`config.mk`:
```
export PLATFORM = sky130hd
export DESIGN_NAME = dff_pipe_flat
export DESIGN_NICKNAME = d
export VERILOG_FILES = /design/src/rtl/dff_pipe_if.sv /design/src/rtl/dff_pipe.sv /design/src/flat_wrapper.sv
export SDC_FILE = /design/constraint.sdc
export NUM_CORES = 1
export LEC_CHECK = 0
export BUFFER_PORTS_ARGS = -buffer_cell sky130_fd_sc_hd__buf_2
export CORE_MARGIN = 4
export CORE_UTILIZATION = 55
export CTS_BUF_LIST = sky130_fd_sc_hd__clkbuf_4 sky130_fd_sc_hd__clkbuf_8
export DETAILED_ROUTE_END_ITERATION = 8
export GPL_TIMING_DRIVEN = 1
export HOLD_SLACK_MARGIN = 0.03
export MAX_ROUTING_LAYER = met4
export PLACE_DENSITY_LB_ADDON = 0.3
export SETUP_SLACK_MARGIN = 0.1
export SLEW_MARGIN = 5
export SYNTH_ARGS = -nofsm -noshare
export SYNTH_HDL_FRONTEND = slang
export SYNTH_HIERARCHICAL = 1
export SYNTH_SLANG_ARGS = --single-unit
```
`constraint.sdc`:
```
create_clock -name clk -period 2 [get_ports clk]
set_input_delay 0 -clock clk [delete_from_list [all_inputs] [get_ports clk]]
set_output_delay 0 -clock clk [all_outputs]
set_load 0.02 [all_outputs]
```
`src/rtl/dff_pipe_if.sv`:
```
// dff_pipe_if: control, data-in and result bundle of the dff_pipe delay line.
// The master drives the enable/flush/data side; the slave (the pipe) drives
// the registered results and the occupancy count.
interface dff_pipe_if #(
  parameter int WIDTH = 8,
  parameter int DEPTH = 4
);
  localparam int CW = $clog2(DEPTH + 1);

  logic             en;
  logic             flush;
  logic             d_valid;
  logic [WIDTH-1:0] d;
  logic             q_valid;
  logic [WIDTH-1:0] q;
  logic [WIDTH-1:0] qbar;
  logic [CW-1:0]    count;
  logic             q_par_err;

  modport master (
    output en, flush, d_valid, d,
    input  q_valid, q, qbar, count, q_par_err
  );

  modport slave (
    input  en, flush, d_valid, d,
    output q_valid, q, qbar, count, q_par_err
  );
endinterface

```
`src/rtl/dff_pipe.sv`:
```
// dff_pipe: WIDTH-bit, DEPTH-stage registered delay line with per-stage
// valid bits, clock-enable stall, synchronous flush, an occupancy counter
// and a complementary output.
// Optional: define DFF_PIPE_PARITY_EN to carry an even-parity bit with each
// stage and flag q_par_err when the last stage's data and parity disagree.

// One pipeline stage: data word (plus parity when enabled) and its valid bit.
module dff_pipe_stage #(
  parameter int           W   = 8,
  parameter logic [W-1:0] RST = '0
) (
  input  logic         clk,
  input  logic         rst_n,
  input  logic         en,
  input  logic         flush,
  input  logic         d_vld,
  input  logic [W-1:0] d,
  output logic         q_vld,
  output logic [W-1:0] q
);
  // reset > flush > enable; bubbles still move data, only the valid says so
  always_ff @(posedge clk or negedge rst_n) begin
    if (!rst_n) begin
      q     <= RST;
      q_vld <= 1'b0;
    end else if (flush) begin
      q     <= RST;
      q_vld <= 1'b0;
    end else if (en) begin
      q     <= d;
      q_vld <= d_vld;
    end
  end
endmodule

module dff_pipe #(
  parameter int               WIDTH     = 8,
  parameter int               DEPTH     = 4,
  parameter logic [WIDTH-1:0] RESET_VAL = '0
) (
  input logic         clk,
  input logic         rst_n,
  dff_pipe_if.slave   bus
);
  localparam int CW = $clog2(DEPTH + 1);

`ifdef DFF_PIPE_PARITY_EN
  localparam int                PW      = 1;
  localparam logic [WIDTH:0]    STG_RST = {^RESET_VAL, RESET_VAL};
`else
  localparam int                PW      = 0;
  localparam logic [WIDTH-1:0]  STG_RST = RESET_VAL;
`endif
  localparam int SW = WIDTH + PW;

  logic [DEPTH-1:0][SW-1:0] stg_d;
  logic [DEPTH-1:0][SW-1:0] stg_q;
  logic [DEPTH-1:0]         vld_d;
  logic [DEPTH-1:0]         vld_pipe;
  logic [SW-1:0]            cap;
  logic [CW-1:0]            cnt;

  // stage-0 capture word; parity is computed once here and then just travels
`ifdef DFF_PIPE_PARITY_EN
  assign cap = {^bus.d, bus.d};
`else
  assign cap = bus.d;
`endif

  // shift wiring: stage 0 takes the input, stage i takes stage i-1
  always_comb begin
    stg_d    = '0;
    vld_d    = '0;
    stg_d[0] = cap;
    vld_d[0] = bus.d_valid;
    for (int i = 1; i < DEPTH; i++) begin
      stg_d[i] = stg_q[i-1];
      vld_d[i] = vld_pipe[i-1];
    end
  end

  for (genvar g = 0; g < DEPTH; g++) begin : g_stg
    dff_pipe_stage #(.W(SW), .RST(STG_RST)) u_stg (
      .clk   (clk),
      .rst_n (rst_n),
      .en    (bus.en),
      .flush (bus.flush),
      .d_vld (vld_d[g]),
      .d     (stg_d[g]),
      .q_vld (vld_pipe[g]),
      .q     (stg_q[g])
    );
  end

  // occupancy: +1 for a valid word entering, -1 for a valid word leaving;
  // both only on enabled edges, so the result stays within 0..DEPTH
  always_ff @(posedge clk or negedge rst_n) begin
    if (!rst_n)         cnt <= '0;
    else if (bus.flush) cnt <= '0;
    else if (bus.en)    cnt <= cnt + CW'(bus.d_valid) - CW'(vld_pipe[DEPTH-1]);
  end

  assign bus.q       = stg_q[DEPTH-1][WIDTH-1:0];
  assign bus.qbar    = ~stg_q[DEPTH-1][WIDTH-1:0];
  assign bus.q_valid = vld_pipe[DEPTH-1];
  assign bus.count   = cnt;

`ifdef DFF_PIPE_PARITY_EN
  assign bus.q_par_err = vld_pipe[DEPTH-1] &
                         ((^stg_q[DEPTH-1][WIDTH-1:0]) != stg_q[DEPTH-1][WIDTH]);
`else
  assign bus.q_par_err = 1'b0;
`endif
endmodule

```
`src/flat_wrapper.sv`:
```
// flat-port wrapper written by rule: the top's interface ports become plain ports
module dff_pipe_flat 
#(
  parameter int               WIDTH     = 8,
  parameter int               DEPTH     = 4,
  parameter logic [WIDTH-1:0] RESET_VAL = '0
)
  (clk, rst_n, bus_en, bus_flush, bus_d_valid, bus_d, bus_q_valid, bus_q, bus_qbar, bus_count, bus_q_par_err);
  dff_pipe_if #(.WIDTH(WIDTH), .DEPTH(DEPTH)) bus_i ();
  input logic clk;
  input logic rst_n;
  input wire logic [$bits(bus_i.en)-1:0] bus_en;
  input wire logic [$bits(bus_i.flush)-1:0] bus_flush;
  input wire logic [$bits(bus_i.d_valid)-1:0] bus_d_valid;
  input wire logic [$bits(bus_i.d)-1:0] bus_d;
  output wire logic [$bits(bus_i.q_valid)-1:0] bus_q_valid;
  output wire logic [$bits(bus_i.q)-1:0] bus_q;
  output wire logic [$bits(bus_i.qbar)-1:0] bus_qbar;
  output wire logic [$bits(bus_i.count)-1:0] bus_count;
  output wire logic [$bits(bus_i.q_par_err)-1:0] bus_q_par_err;
  assign bus_i.en = bus_en;
  assign bus_i.flush = bus_flush;
  assign bus_i.d_valid = bus_d_valid;
  assign bus_i.d = bus_d;
  assign bus_q_valid = bus_i.q_valid;
  assign bus_q = bus_i.q;
  assign bus_qbar = bus_i.qbar;
  assign bus_count = bus_i.count;
  assign bus_q_par_err = bus_i.q_par_err;
  dff_pipe #(.WIDTH(WIDTH), .DEPTH(DEPTH), .RESET_VAL(RESET_VAL)) u_core (.clk(clk), .rst_n(rst_n), .bus(bus_i));
endmodule
```
==> results of run 1 <==
-- cell families (layout without fill, tap and decap cells) --
kind of cell	count (synthesis)	in the layout	synth area share
xor+xnor	1	1	0.00517
other cells	1	1	0.00222
compound gates	2	2	0.00813
buf+inv	21	67	0.0665
simple gates	40	40	0.0902
mux	38	38	0.225
fa+ha+maj	3	3	0.0266
flops	39	39	0.576
-- repair_timing --
item                                   CTS  global route
resized for setup                        0             2
setup buffers                            2             0
endpoints found under the hold margin   50             0
pin swaps                                0             2
setup endpoints to repair                1             1
hold buffers                            11             0
-- per-layer routing --
metal	up-vias	GRT usage
li1	547	-
met1	554	0.182
met2	30	0.306
met3	4	0.0515
met4	0	0.0431
met5	-	-
-- registers in the layout (all words and copies together) (netlist names) --
| register | cells |
|---|---|
| u_core/g_stg.u_stg/q | 32 |
| u_core/g_stg.u_stg/q_vld | 4 |
| u_core/bus.count | 3 |
-- through the flow --
step / worst slack [ns] / cells / utilization / total power [mW] / hold WS (ns)
final: 0.178 / 222 / 0.717 / 1.38 / 0.223
after global placement: 0.191 / 201 / 0.649 / 0.977 / 0.132
after detailed placement: 0.111 / 201 / 0.649 / 0.984 / 0.152
after floorplan: 0.121 / 145 / - / 0.934 / -0.296
after global routing: 0.0803 / 222 / 0.717 / 1.47 / 0.211
after CTS: 0.109 / 222 / 0.713 / 1.40 / 0.212
-- report_power, final --
part	total [mW]	internal, mW	leakage [nW]	switching [mW]
clock network	0.396	0.164	0.0361	0.232
logic	0.160	0.0729	0.550	0.0871
registers	0.828	0.812	0.535	0.0154
total	1.38	1.05	1.12	0.334
-- cell usage in the layout (no fill, tap or decap) --
cell,n
ha_1,2
inv_1,12
buf_12,1
mux2i_1,38
clkbuf_4,7
dfrtp_1,39
nand2b_1,1
a21oi_1,1
buf_4,3
fa_2,1
clkinv_2,1
conb_1,1
xor2_2,1
dlygate4sd3_1,11
buf_2,32
nor2_1,39
a31o_1,1
-- worst paths after layout --
| kind | startpoint | endpoint | slack [ns] | cells past startpoint |
|---|---|---|---|---|
| min reg2reg | u_core/g_stg[2].u_stg/q[7] | u_core/g_stg[2].u_stg/q[7] | 0.54 | 2 |
| min in group asynchronous | rst_n | u_core/g_stg[3].u_stg/q[1] | 0.30 | 2 |
| max reg2reg | u_core/bus.count[0] | u_core/bus.count[2] | 0.18 | 9 |
| max | u_core/bus.count[0] | u_core/bus.count[2] | 0.18 | 9 |
| max in group asynchronous | rst_n | u_core/g_stg[1].u_stg/q[7] | 1.19 | 2 |
| min | bus_en | u_core/bus.count[2] | 0.22 | 2 |
-- cell type report --
| cell class | count | area share |
|---|---|---|
| inverters | 12 | 0.0220 |
| well taps | 31 | 0.0190 |
| clock inverters | 1 | 0.00245 |
| multi-input cells | 85 | 0.300 |
| clock buffers | 7 | 0.0257 |
| repair buffers | 47 | 0.153 |
| flip-flops and latches | 39 | 0.477 |
==> summary.md, run 1 <==
| Metric | Value |
|---|---|
| Slew @ Worst Pin | `0.833 ns` |
| CTS HTree Levels | `2` |
| Min Tclk post-route | `1.82 ns` |
| Max incr delay on CP | `0.37 ns` |
| Routed length on met2 | `1.59 mm` |
| Type of origin of the critical path | `flop` |
| Hold/Removal Path Class | `primary input to flop` |
| CP top delay family | `adder cells` |
| Fraction of layout cells with a size suffix above 1 | `0.241` |
| Syn_area_per_cell | `11.7 µm²` |
| Clk Latency, worst-skew pair | `~0.33 ns` |
| Initial Utilization | `0.593` |
| Number of detailed-route iterations in the first pass | `4` |
| Clock tree sinks | `39` |
| Gp weighted congestion | `0.703` |
| Core Area | `2850 µm²` |
| Metal3 WL | `168 µm` |
| Leakage power figure | `1.12 nW` |
| Crit path cell chain | `inv_1 -> ha_1 -> inv_1 -> ha_1 -> inv_1 -> fa_2 -> xor2_2 -> a21oi_1 -> a31o_1` |
| Sequential share of the synthesized area | `0.576` |
| Required @ worst endpoint | `2.23 ns` |
| Initial drt markers | `just under 50` |
| Clock Tree Root | `clkbuf_4` |
| Via count | `1135` |
| Clock-pin slew on the worst setup and hold paths | `0.10 ns` |
| Rows | `19` |
| CP arrival | `2.05 ns` |
| Netlist cell types | `14` |
| Crit share post-route | `0.911` |
| Via density per instance | `~5` |
| CP max-delay cell | `dfrtp_1` |
| Skew final | `0.00348 ns` |
| Area post-placement | `1850 µm²` |
| Most frequent CP cell | `inv_1` |
| Total grt overflow | `0` |
| Layout fillers | `around 210` |
| Cell area after synthesis | `1690 µm²` |
| Vias in the first global route | `1208` |
| Largest net degree at the start of global routing | `40` |
| EDFF count, synth | `0` |
| DRT Wirelength | `2.97 mm` |
| Ys async rst share | `1.00` |
| Crit Path Max Fanout | `2` |
| Met1 WL | `1.18 mm` |
| Top sig layer | `met4` |
| I/O Buffers | `32` |
| Final setup violating endpoints | `0` |
| Die X | `~63 µm` |
| YS warnings | `6` |
| Relative slew slack | `0.445` |
| Final hold violation count | `0` |
| Setup TNS | `0 ns` |
| Antenna cells | `0` |
| Clock Path Buffers | `2` |
| Synth Register Bits | `39` |
| Reg area | `976 µm²` |
| IO Pins | `34` |
| Crit end category | `flop` |
| Design area | `2040 µm²` |
| CTS tree | `done` |
| Post-route DRC | `0` |
| Dpl hpwl | `2.04 mm` |
| Final Max Slew Viols | `0` |
| Mapped Cells | `145` |
| Dominant synthesized flop cell | `dfrtp_1` |
| Peak supply drop | `0.527 mV` |
| Area of the multi-input gates | `614 µm²` |
| First-pass GRT wire length | `5.20 mm` |
| Routed WL per cell | `13.4 µm` |
| Num CTS Buffers | `5` |
| Crit Path Category | `flop to flop` |
| Die area | `around 4000 µm²` |
| Leading area contributor after synthesis | `dfrtp_1` |
| Synth area leaders | `dfrtp_1, mux2i_1, nor2_1` |
| Nets | `206` |
| RSZ-0062 raised after global routing | `true` |
| Mapped Nets | `between 150 and 200` |
| Power Density | `677 nW/µm²` |
| Synth cell count leaders | `dfrtp_1, nor2_1, mux2i_1` |
| Top cell type's share of synthesized area | `0.576` |
| Tot GR Track Use | `0.171` |
| DIE HEIGHT | `63.5 µm` |
| Initial antenna violation count | `0` |
| Buffers and inverters on the worst path | `3` |
| MaxCap Viol Count | `0` |
| Area Overhead vs Synth | `20.8%` |
| Max Fclk | `approximately 550 MHz` |
| Status | `finished clean` |
| Antenna-violating nets left | `0` |
Note: power is estimated with default switching activity, not from simulation.
==> run 2: changes to the inputs <==
SLEW_MARGIN = default   (was 5)
SYNTH_HIERARCHICAL = default   (was 1)
==> run 2 against run 1 <==
Non-clock buffer count fell by 2. Clock-buffer cell count rose by 1. Die area rose by 1.7%. Synthesized cell count rose by 0.69%. Clock power rose by 14%. Sequential cell count did not move. First-iteration DRC count fell by 16%. Setup slack got worse by 0.00090 ns. Sequential share of layout area fell by 0.085 points. Via count fell by 2.0%. Power rose by 3.8%. Critical endpoint is now u_core.bus.count[2]. Largest power group unchanged. Combinational power fell by 3%.
==> summary.md, run 2 <==
| Metric | Value |
|---|---|
| Area Overhead vs Synth | `18.8%` |
| Gr busiest metal | `met2` |
| Crit path cell chain | `ha_1 -> inv_1 -> ha_1 -> inv_1 -> fa_2 -> xor2_2 -> a21oi_2 -> a31o_1` |
| Gp weighted congestion | `0.677` |
| DRT Wirelength | `2.73 mm` |
| IO Pins | `34` |
| Fraction of layout cells with a size suffix above 1 | `0.249` |
| Mapped Cells | `~150` |
| Die area | `4100 µm²` |
| Number of detailed-route iterations in the first pass | `4` |
| R2R depth | `8` |
| Skew final | `around 0.0032 ns` |
| Initial Utilization | `0.570` |
| Cell area after synthesis | `about 1700 µm²` |
| Mapped Nets | `about 160` |
| Max incr delay on CP | `a little over 0.4 ns` |
| First-pass GRT wire length | `between 4 and 5 mm` |
| Worst r2r src | `u_core.g_stg[3].u_stg.q_vld` |
| Fin worst setup slack | `0.177 ns` |
| Synth cell count leaders | `dfrtp_1, nor2_1, mux2i_1` |
| Final Max Slew Viols | `0` |
| Crit Path Category | `flop to flop` |
| Slew @ Worst Pin | `0.824 ns` |
| Clock share of power | `0.315` |
| Antenna cells | `0` |
| Met3 track demand over resource | `0.0422` |
| RSZ-0062 raised after global routing | `false` |
| CP startpoint | `u_core.g_stg[3].u_stg.q_vld` |
| YS warnings | `0` |
| Via density per instance | `4.77` |
| MaxCap Viol Count | `0` |
| Synth Register Bits | `39` |
| CP top delay family | `adder cells` |
| CTS HTree Levels | `2` |
| Type of origin of the critical path | `flop` |
| Crit end category | `flop` |
| I/O Buffers | `32` |
| Required @ worst endpoint | `2.22 ns` |
| Sequential share of the synthesized area | `0.565` |
| Clock-pin slew on the worst setup and hold paths | `0.10 ns` |
| Reg-to-reg setup timing slack | `~0.18 ns` |
| Met1 Use GR | `0.178` |
| NetSw | `0.333 mW` |
| Design area | `2050 µm²` |
| Number of flip-flops in the largest register | `32` |
| Syn_area_per_cell | `11.8 µm²` |
| Cell Int Power | `1.10 mW` |
| Relative slew slack | `0.451` |
| Num CTS Buffers | `5` |
| Core Area | `3030 µm²` |
| CP max-delay cell | `dfrtp_1` |
| Die X | `64.0 µm` |
| Reg with most FFs | `u_core.g_stg.u_stg.q` |
| Peak supply drop | `0.558 mV` |
| Commonest cells after routing, fill and taps aside | `nor2_1, mux2i_1, dfrtp_1` |
| Initial antenna violation count | `0` |
| Crit Path Max Fanout | `3` |
| WP depth | `8` |
| Buffers and inverters on the worst path | `2` |
| Routed WL per cell | `11.7 µm` |
| M2 GR Usage | `0.246` |
| Crit share post-route | `0.911` |
| Top cell type's share of synthesized area | `0.565` |
| Min Tclk post-route | `1.82 ns` |
| Antenna-violating nets left | `0` |
| Reg-to-Reg End | `u_core.bus.count[2]` |
| Post-route DRC | `0` |
| Largest net degree at the start of global routing | `41` |
| Most common cell after layout, fill and taps aside | `nor2_1` |
| Area post-placement | `approximately 1900 µm²` |
| Total grt overflow | `0` |
| Switching share of power | `0.232` |
| Hold/Removal Path Class | `primary input to flop` |
| Dpl hpwl | `1.79 mm` |
| Final hold violation count | `0` |
| Clk Latency, worst-skew pair | `0.32 ns` |
| Worst slack, placed | `between 0.07 and 0.08 ns` |
| Setup TNS | `0 ns` |
| Layout fillers | `232` |
| Power Density | `700 nW/µm²` |
| Critical path endpoint | `u_core.bus.count[2]` |
| Max Fclk | `~550 MHz` |
| Vias in the first global route | `1114` |
| CP arrival | `2.05 ns` |
| Logic pwr share | `0.109` |
| Clock Path Buffers | `2` |
| Status | `finished clean` |
| Clock tree sinks | `39` |
| Leading area contributor after synthesis | `dfrtp_1` |
| Nets | `204` |
| Final setup violating endpoints | `0` |
| Tot GR Track Use | `0.150` |
| Netlist cell types | `16` |
| Leakage power figure | `1.11 nW` |
| Initial drt markers | `about 40` |
| DIE HEIGHT | `64.0 µm` |
| Synth area leaders | `dfrtp_1, mux2i_1, nor2_1` |
| Register share of total power | `0.576` |
| Rows | `20` |
| Ys async rst share | `1.00` |
| Dominant synthesized flop cell | `dfrtp_1` |
| EDFF count, synth | `0` |
| Via count | `1112` |
| Clock Tree Root | `clkbuf_4` |
| CTS tree | `done` |
==> run 2: cell types whose count changed in the layout (fill, tap and decap cells not counted), sizes merged <==
cell         change
clkinv           -1
clkbuf           +1
buf              -1
dlygate4sd3      -1
==> run 2: layout make-up <==
cell class	count	area (µm²)	area share
clock buffer	8	72.6	0.0354
multi-input combinational	85	618	0.301
sequential	39	977	0.477
tap	44	55.1	0.0268
timing repair buffer	45	283	0.138
inverter	12	45.0	0.0220
==> run 2: logic make-up (layout without fill, tap and decap cells) <==
family | Yosys count | count (layout) | synth area share
muxes | 38 | 38 | 0.220
buffers and inverters | 22 | 65 | 0.0826
DFF | 39 | 39 | 0.565
xor gates and xnor gates | 1 | 1 | 0.00507
AOI/OAI and AO/OA | 2 | 2 | 0.0101
other | 1 | 1 | 0.00217
adders and majority gates | 3 | 3 | 0.0261
and+or+nand+nor | 40 | 40 | 0.0884
==> run 2: what timing repair did <==
item | in CTS | in global routing
pin swaps | 0 | 0
setup buffers | 0 | 1
gates resized for setup | 2 | 0
cloned | 0 | 0
hold buffers | 10 | 0
endpoints found under the hold margin | 48 | 0
endpoints found under the setup margin | 1 | 2
==> run 2: how the worst min path moves through the flow <==
stage / start / to / slack, ns / depth (start not counted)
floorplan: rst_n / u_core.bus.count[0] / -0.30 / 0
global placement: rst_n / u_core.g_stg[3].u_stg.q[5] / 0.14 / 1
detailed placement: rst_n / u_core.g_stg[3].u_stg.q[5] / 0.15 / 1
CTS: bus_flush / u_core.bus.count[2] / 0.04 / 3
global route: bus_flush / u_core.bus.count[2] / 0.05 / 3
finish: bus_flush / u_core.bus.count[2] / 0.05 / 3
==> run 2: metrics by stage <==
stage | power [mW] | instances | util | hold slack (ns)
6_report | 1.44 | 233 | 0.677 | 0.0456
3_3_place_gp | 0.975 | 214 | 0.614 | 0.143
4_1_cts | 1.45 | 232 | 0.675 | 0.0371
3_5_place_dp | 0.981 | 214 | 0.614 | 0.147
5_1_grt | 1.51 | 233 | 0.677 | 0.0474
2_1_floorplan | 0.946 | 146 | - | -0.296
==> run 2: routing by layer <==
| metal | vias up | routed length [µm] |
|---|---|---|
| li1 | 548 | - |
| met1 | 535 | 1200 |
| met2 | 25 | 1350 |
| met3 | 4 | 157 |
| met4 | 0 | 29 |
| met5 | - | 0 |
==> run 2: worst register-to-register path: cells and delay by family (launching register included) <==
family / cells / cell delay [ns]
fa+ha+maj: 3 / 0.77
flops: 1 / 0.41
compound gates: 2 / 0.27
xor+xnor: 1 / 0.17
buf+inv: 2 / 0.11
==> run 2: power by group through the flow <==
stage                     registers [mW]  clock network (mW)  logic (mW)
final                              0.827               0.453       0.156
after detailed placement           0.843                   0       0.138
after global placement             0.841                   0       0.134
after floorplan                    0.846                   0      0.0997
after CTS                          0.828               0.467       0.155
after global routing               0.831               0.509       0.173
==> run 3: changes to the inputs <==
ABC_AREA = 1   (was default)
REMOVE_ABC_BUFFERS = 1   (was default)
SETUP_SLACK_MARGIN = 0.15   (was 0.1)
==> run 3 against run 2 <==
Clock-buffer cell count is 3 lower. Largest power group unchanged. Combinational power is 6% lower. First-iteration DRC count is 61% higher. Non-clock buffer count is 1 lower. Setup slack better by 0.17 ns. Register-to-register slack better by 0.17 ns. Critical endpoint unchanged.
==> summary.md, run 3 <==
| Metric | Value |
|---|---|
| Reg with most FFs | `u_core.g_stg.u_stg.q` |
| Skew final | `0.00950 ns` |
| Status | `finished clean` |
| First-pass GRT wire length | `5.23 mm` |
| Hold/Removal Path Class | `primary input to asynchronous set/reset pin` |
| Cell Int Power | `0.996 mW` |
| Crit end category | `flop` |
| Area Overhead vs Synth | `19.4%` |
| I/O Buffers | `32` |
| Dominant synthesized flop cell | `dfrtp_1` |
| Post-Synth Adder-Cell Area | `0.0276` |
| Num CTS Buffers | `5` |
| Netlist cell types | `15` |
| NetSw | `around 0.35 mW` |
| Max Fclk | `604 MHz` |
| Crit path cell chain | `inv_1 -> ha_1 -> inv_1 -> ha_1 -> inv_1 -> fa_1 -> inv_1 -> nand2_1 -> nand3_1 -> nand2_1` |
| Largest family of logic cells by synthesized area | `compound AO/OA/AOI/OAI gates` |
| Antenna-violating nets left | `0` |
| Crit Path Max Fanout | `2` |
| R2R depth | `10` |
| CP max-delay cell | `fa_1` |
| Initial drt markers | `66` |
| Largest net degree at the start of global routing | `40` |
| Reg-to-reg setup timing slack | `0.35 ns` |
| Core Area | `roughly 2800 µm²` |
| Clock tree sinks | `39` |
| Crit share post-route | `0.827` |
| Ys async rst share | `1.00` |
| Post-Synth XOR/XNOR Area | `0` |
| CTS tree | `done` |
| Compound-cell area share of the yosys netlist | `0.175` |
| CP top delay family | `adder cells` |
| IO Pins | `34` |
| Type of origin of the critical path | `flop` |
| Fraction of layout cells with a size suffix above 1 | `0.275` |
| Relative slew slack | `0.444` |
| Synth Register Bits | `39` |
| Leakage power figure | `between 0.9 and 1 nW` |
| MaxCap Viol Count | `0` |
| Dpl hpwl | `between 1.5 and 2 mm` |
| Most frequent CP cell | `inv_1` |
| Via density per instance | `5.03` |
| EDFF count, synth | `0` |
| Synth cell count leaders | `inv_1, dfrtp_1, nand2_1` |
| Post-CTS setup buffers | `0` |
| Slew @ Worst Pin | `0.834 ns` |
| Clk Latency, worst-skew pair | `0.35 ns` |
| Total grt overflow | `0` |
| Routed WL per cell | `13.1 µm` |
| Commonest cells after routing, fill and taps aside | `inv_1, dfrtp_1, buf_2` |
| Via count | `1163` |
| Hold Slack | `0.279 ns` |
| Number of detailed-route iterations in the first pass | `4` |
| Power, Total | `1.35 mW` |
| Post-route DRC | `0` |
| Power Density | `691 nW/µm²` |
| CP startpoint | `u_core.bus.count[0]` |
| Initial Utilization | `0.583` |
| Max incr delay on CP | `0.38 ns` |
| Final setup violating endpoints | `0` |
| Nets | `215` |
| Number of flip-flops in the largest register | `32` |
| Hold Buf Count CTS | `12` |
| Die X | `roughly 63 µm` |
| Mapped Cells | `155` |
| Worst slack, placed | `0.369 ns` |
| DIE HEIGHT | `62.5 µm` |
| Antenna cells | `0` |
| Required @ worst endpoint | `approximately 2.3 ns` |
| Reg-to-Reg End | `u_core.bus.count[2]` |
| Logic pwr share | `0.108` |
| Synth area leaders | `dfrtp_1, inv_1, o22ai_2` |
| Vias in the first global route | `1117` |
| Syn_area_per_cell | `about 11 µm²` |
| DRT Wirelength | `a little over 3 mm` |
| Final Max Slew Viols | `0` |
| Clock share of power | `0.283` |
| Clock Tree Root | `clkbuf_4` |
| Final hold violation count | `0` |
| Top cell type's share of synthesized area | `0.597` |
| Post_cts resized | `0` |
| Register share of total power | `0.609` |
| Worst r2r src | `u_core.bus.count[0]` |
| Clock Path Buffers | `2` |
| CTS HTree Levels | `2` |
| Most common cell after layout, fill and taps aside | `inv_1` |
| Switching share of power | `0.261` |
| Gp weighted congestion | `0.750` |
| Min Tclk post-route | `1.65 ns` |
| Leading area contributor after synthesis | `dfrtp_1` |
| RSZ-0062 raised after global routing | `false` |
| Buffers and inverters on the worst path | `4` |
| Die area | `3910 µm²` |
| Initial antenna violation count | `0` |
| Post-synthesis mux area share | `0` |
| Synth Area in Simple Gates | `0.0658` |
| Rows | `19` |
| Cell area after synthesis | `1630 µm²` |
| Clock-pin slew on the worst setup and hold paths | `approximately 0.12 ns` |
| Most common cell in the netlist | `inv_1` |
| YS warnings | `0` |
| CP arrival | `1.91 ns` |
| Final core utilization | `0.695` |
| Crit Path Category | `flop to flop` |
| Fin worst setup slack | `0.346 ns` |
| Peak supply drop | `0.492 mV` |
| Setup TNS | `0 ns` |
| Sequential share of the synthesized area | `0.597` |
| Tot GR Track Use | `0.175` |
run 3: cell count changes after synthesis, moves of 2 or more:
cell and change:
buf_4 +2, buf_8 -4, inv_1 +28, inv_2 +3
mux2i_1 -38, nand2_1 +20, nand3_1 +2, nor2_1 -39
nor2_4 +2, o21ai_0 +12, o22ai_1 +16, o22ai_2 +10
run 3: layer usage:
metal / track usage / wire [µm]
met4: 0.0744 / 53
met3: 0.0432 / 150
met5: - / 0
met2: 0.284 / 1470
met1: 0.209 / 1350
run 3: power groups by stage:
stage          Combinational, mW  Sequential, mW  Clock (mW)
6_report                   0.146           0.821       0.381
5_1_grt                    0.166           0.825       0.432
4_1_cts                    0.147           0.821       0.396
3_5_place_dp               0.129           0.837           0
3_3_place_gp               0.123           0.835           0
2_1_floorplan             0.0693           0.841           0
run 3: how the worst max path moves through the flow:
stage / endpoint / slack (ns) / cells past startpoint
6_report: u_core.bus.count[2] / 0.35 / 10
5_1_grt: u_core.bus.count[2] / 0.20 / 10
4_1_cts: u_core.bus.count[2] / 0.34 / 10
3_5_place_dp: u_core.bus.count[2] / 0.37 / 10
3_3_place_gp: u_core.bus.count[2] / 0.46 / 10
2_1_floorplan: u_core.bus.count[2] / 0.33 / 10
run 3: kinds of logic after synthesis:
kind of cell,Yosys count
AOI/OAI and AO/OA,38
adders and majority gates,3
buffers and inverters,50
DFF,39
other,1
and+or+nand+nor,24
run 3: area by class of cell:
| class | count | area, µm² |
|---|---|---|
| clock buffers | 5 | 37.5 |
| clock inverters | 3 | 15.0 |
| fillers | 234 | 855 |
| inverters | 43 | 161 |
| multi-input cells | 66 | 442 |
| flip-flops and latches | 39 | 976 |
| well taps | 31 | 38.8 |
| repair buffers | 44 | 280 |
run 3: through the flow:
step,area [µm²],cells
after detailed placement,1780,211
after global placement,1780,211
after CTS,1950,231
final,1950,231
after floorplan,1580,148
after global routing,1950,231
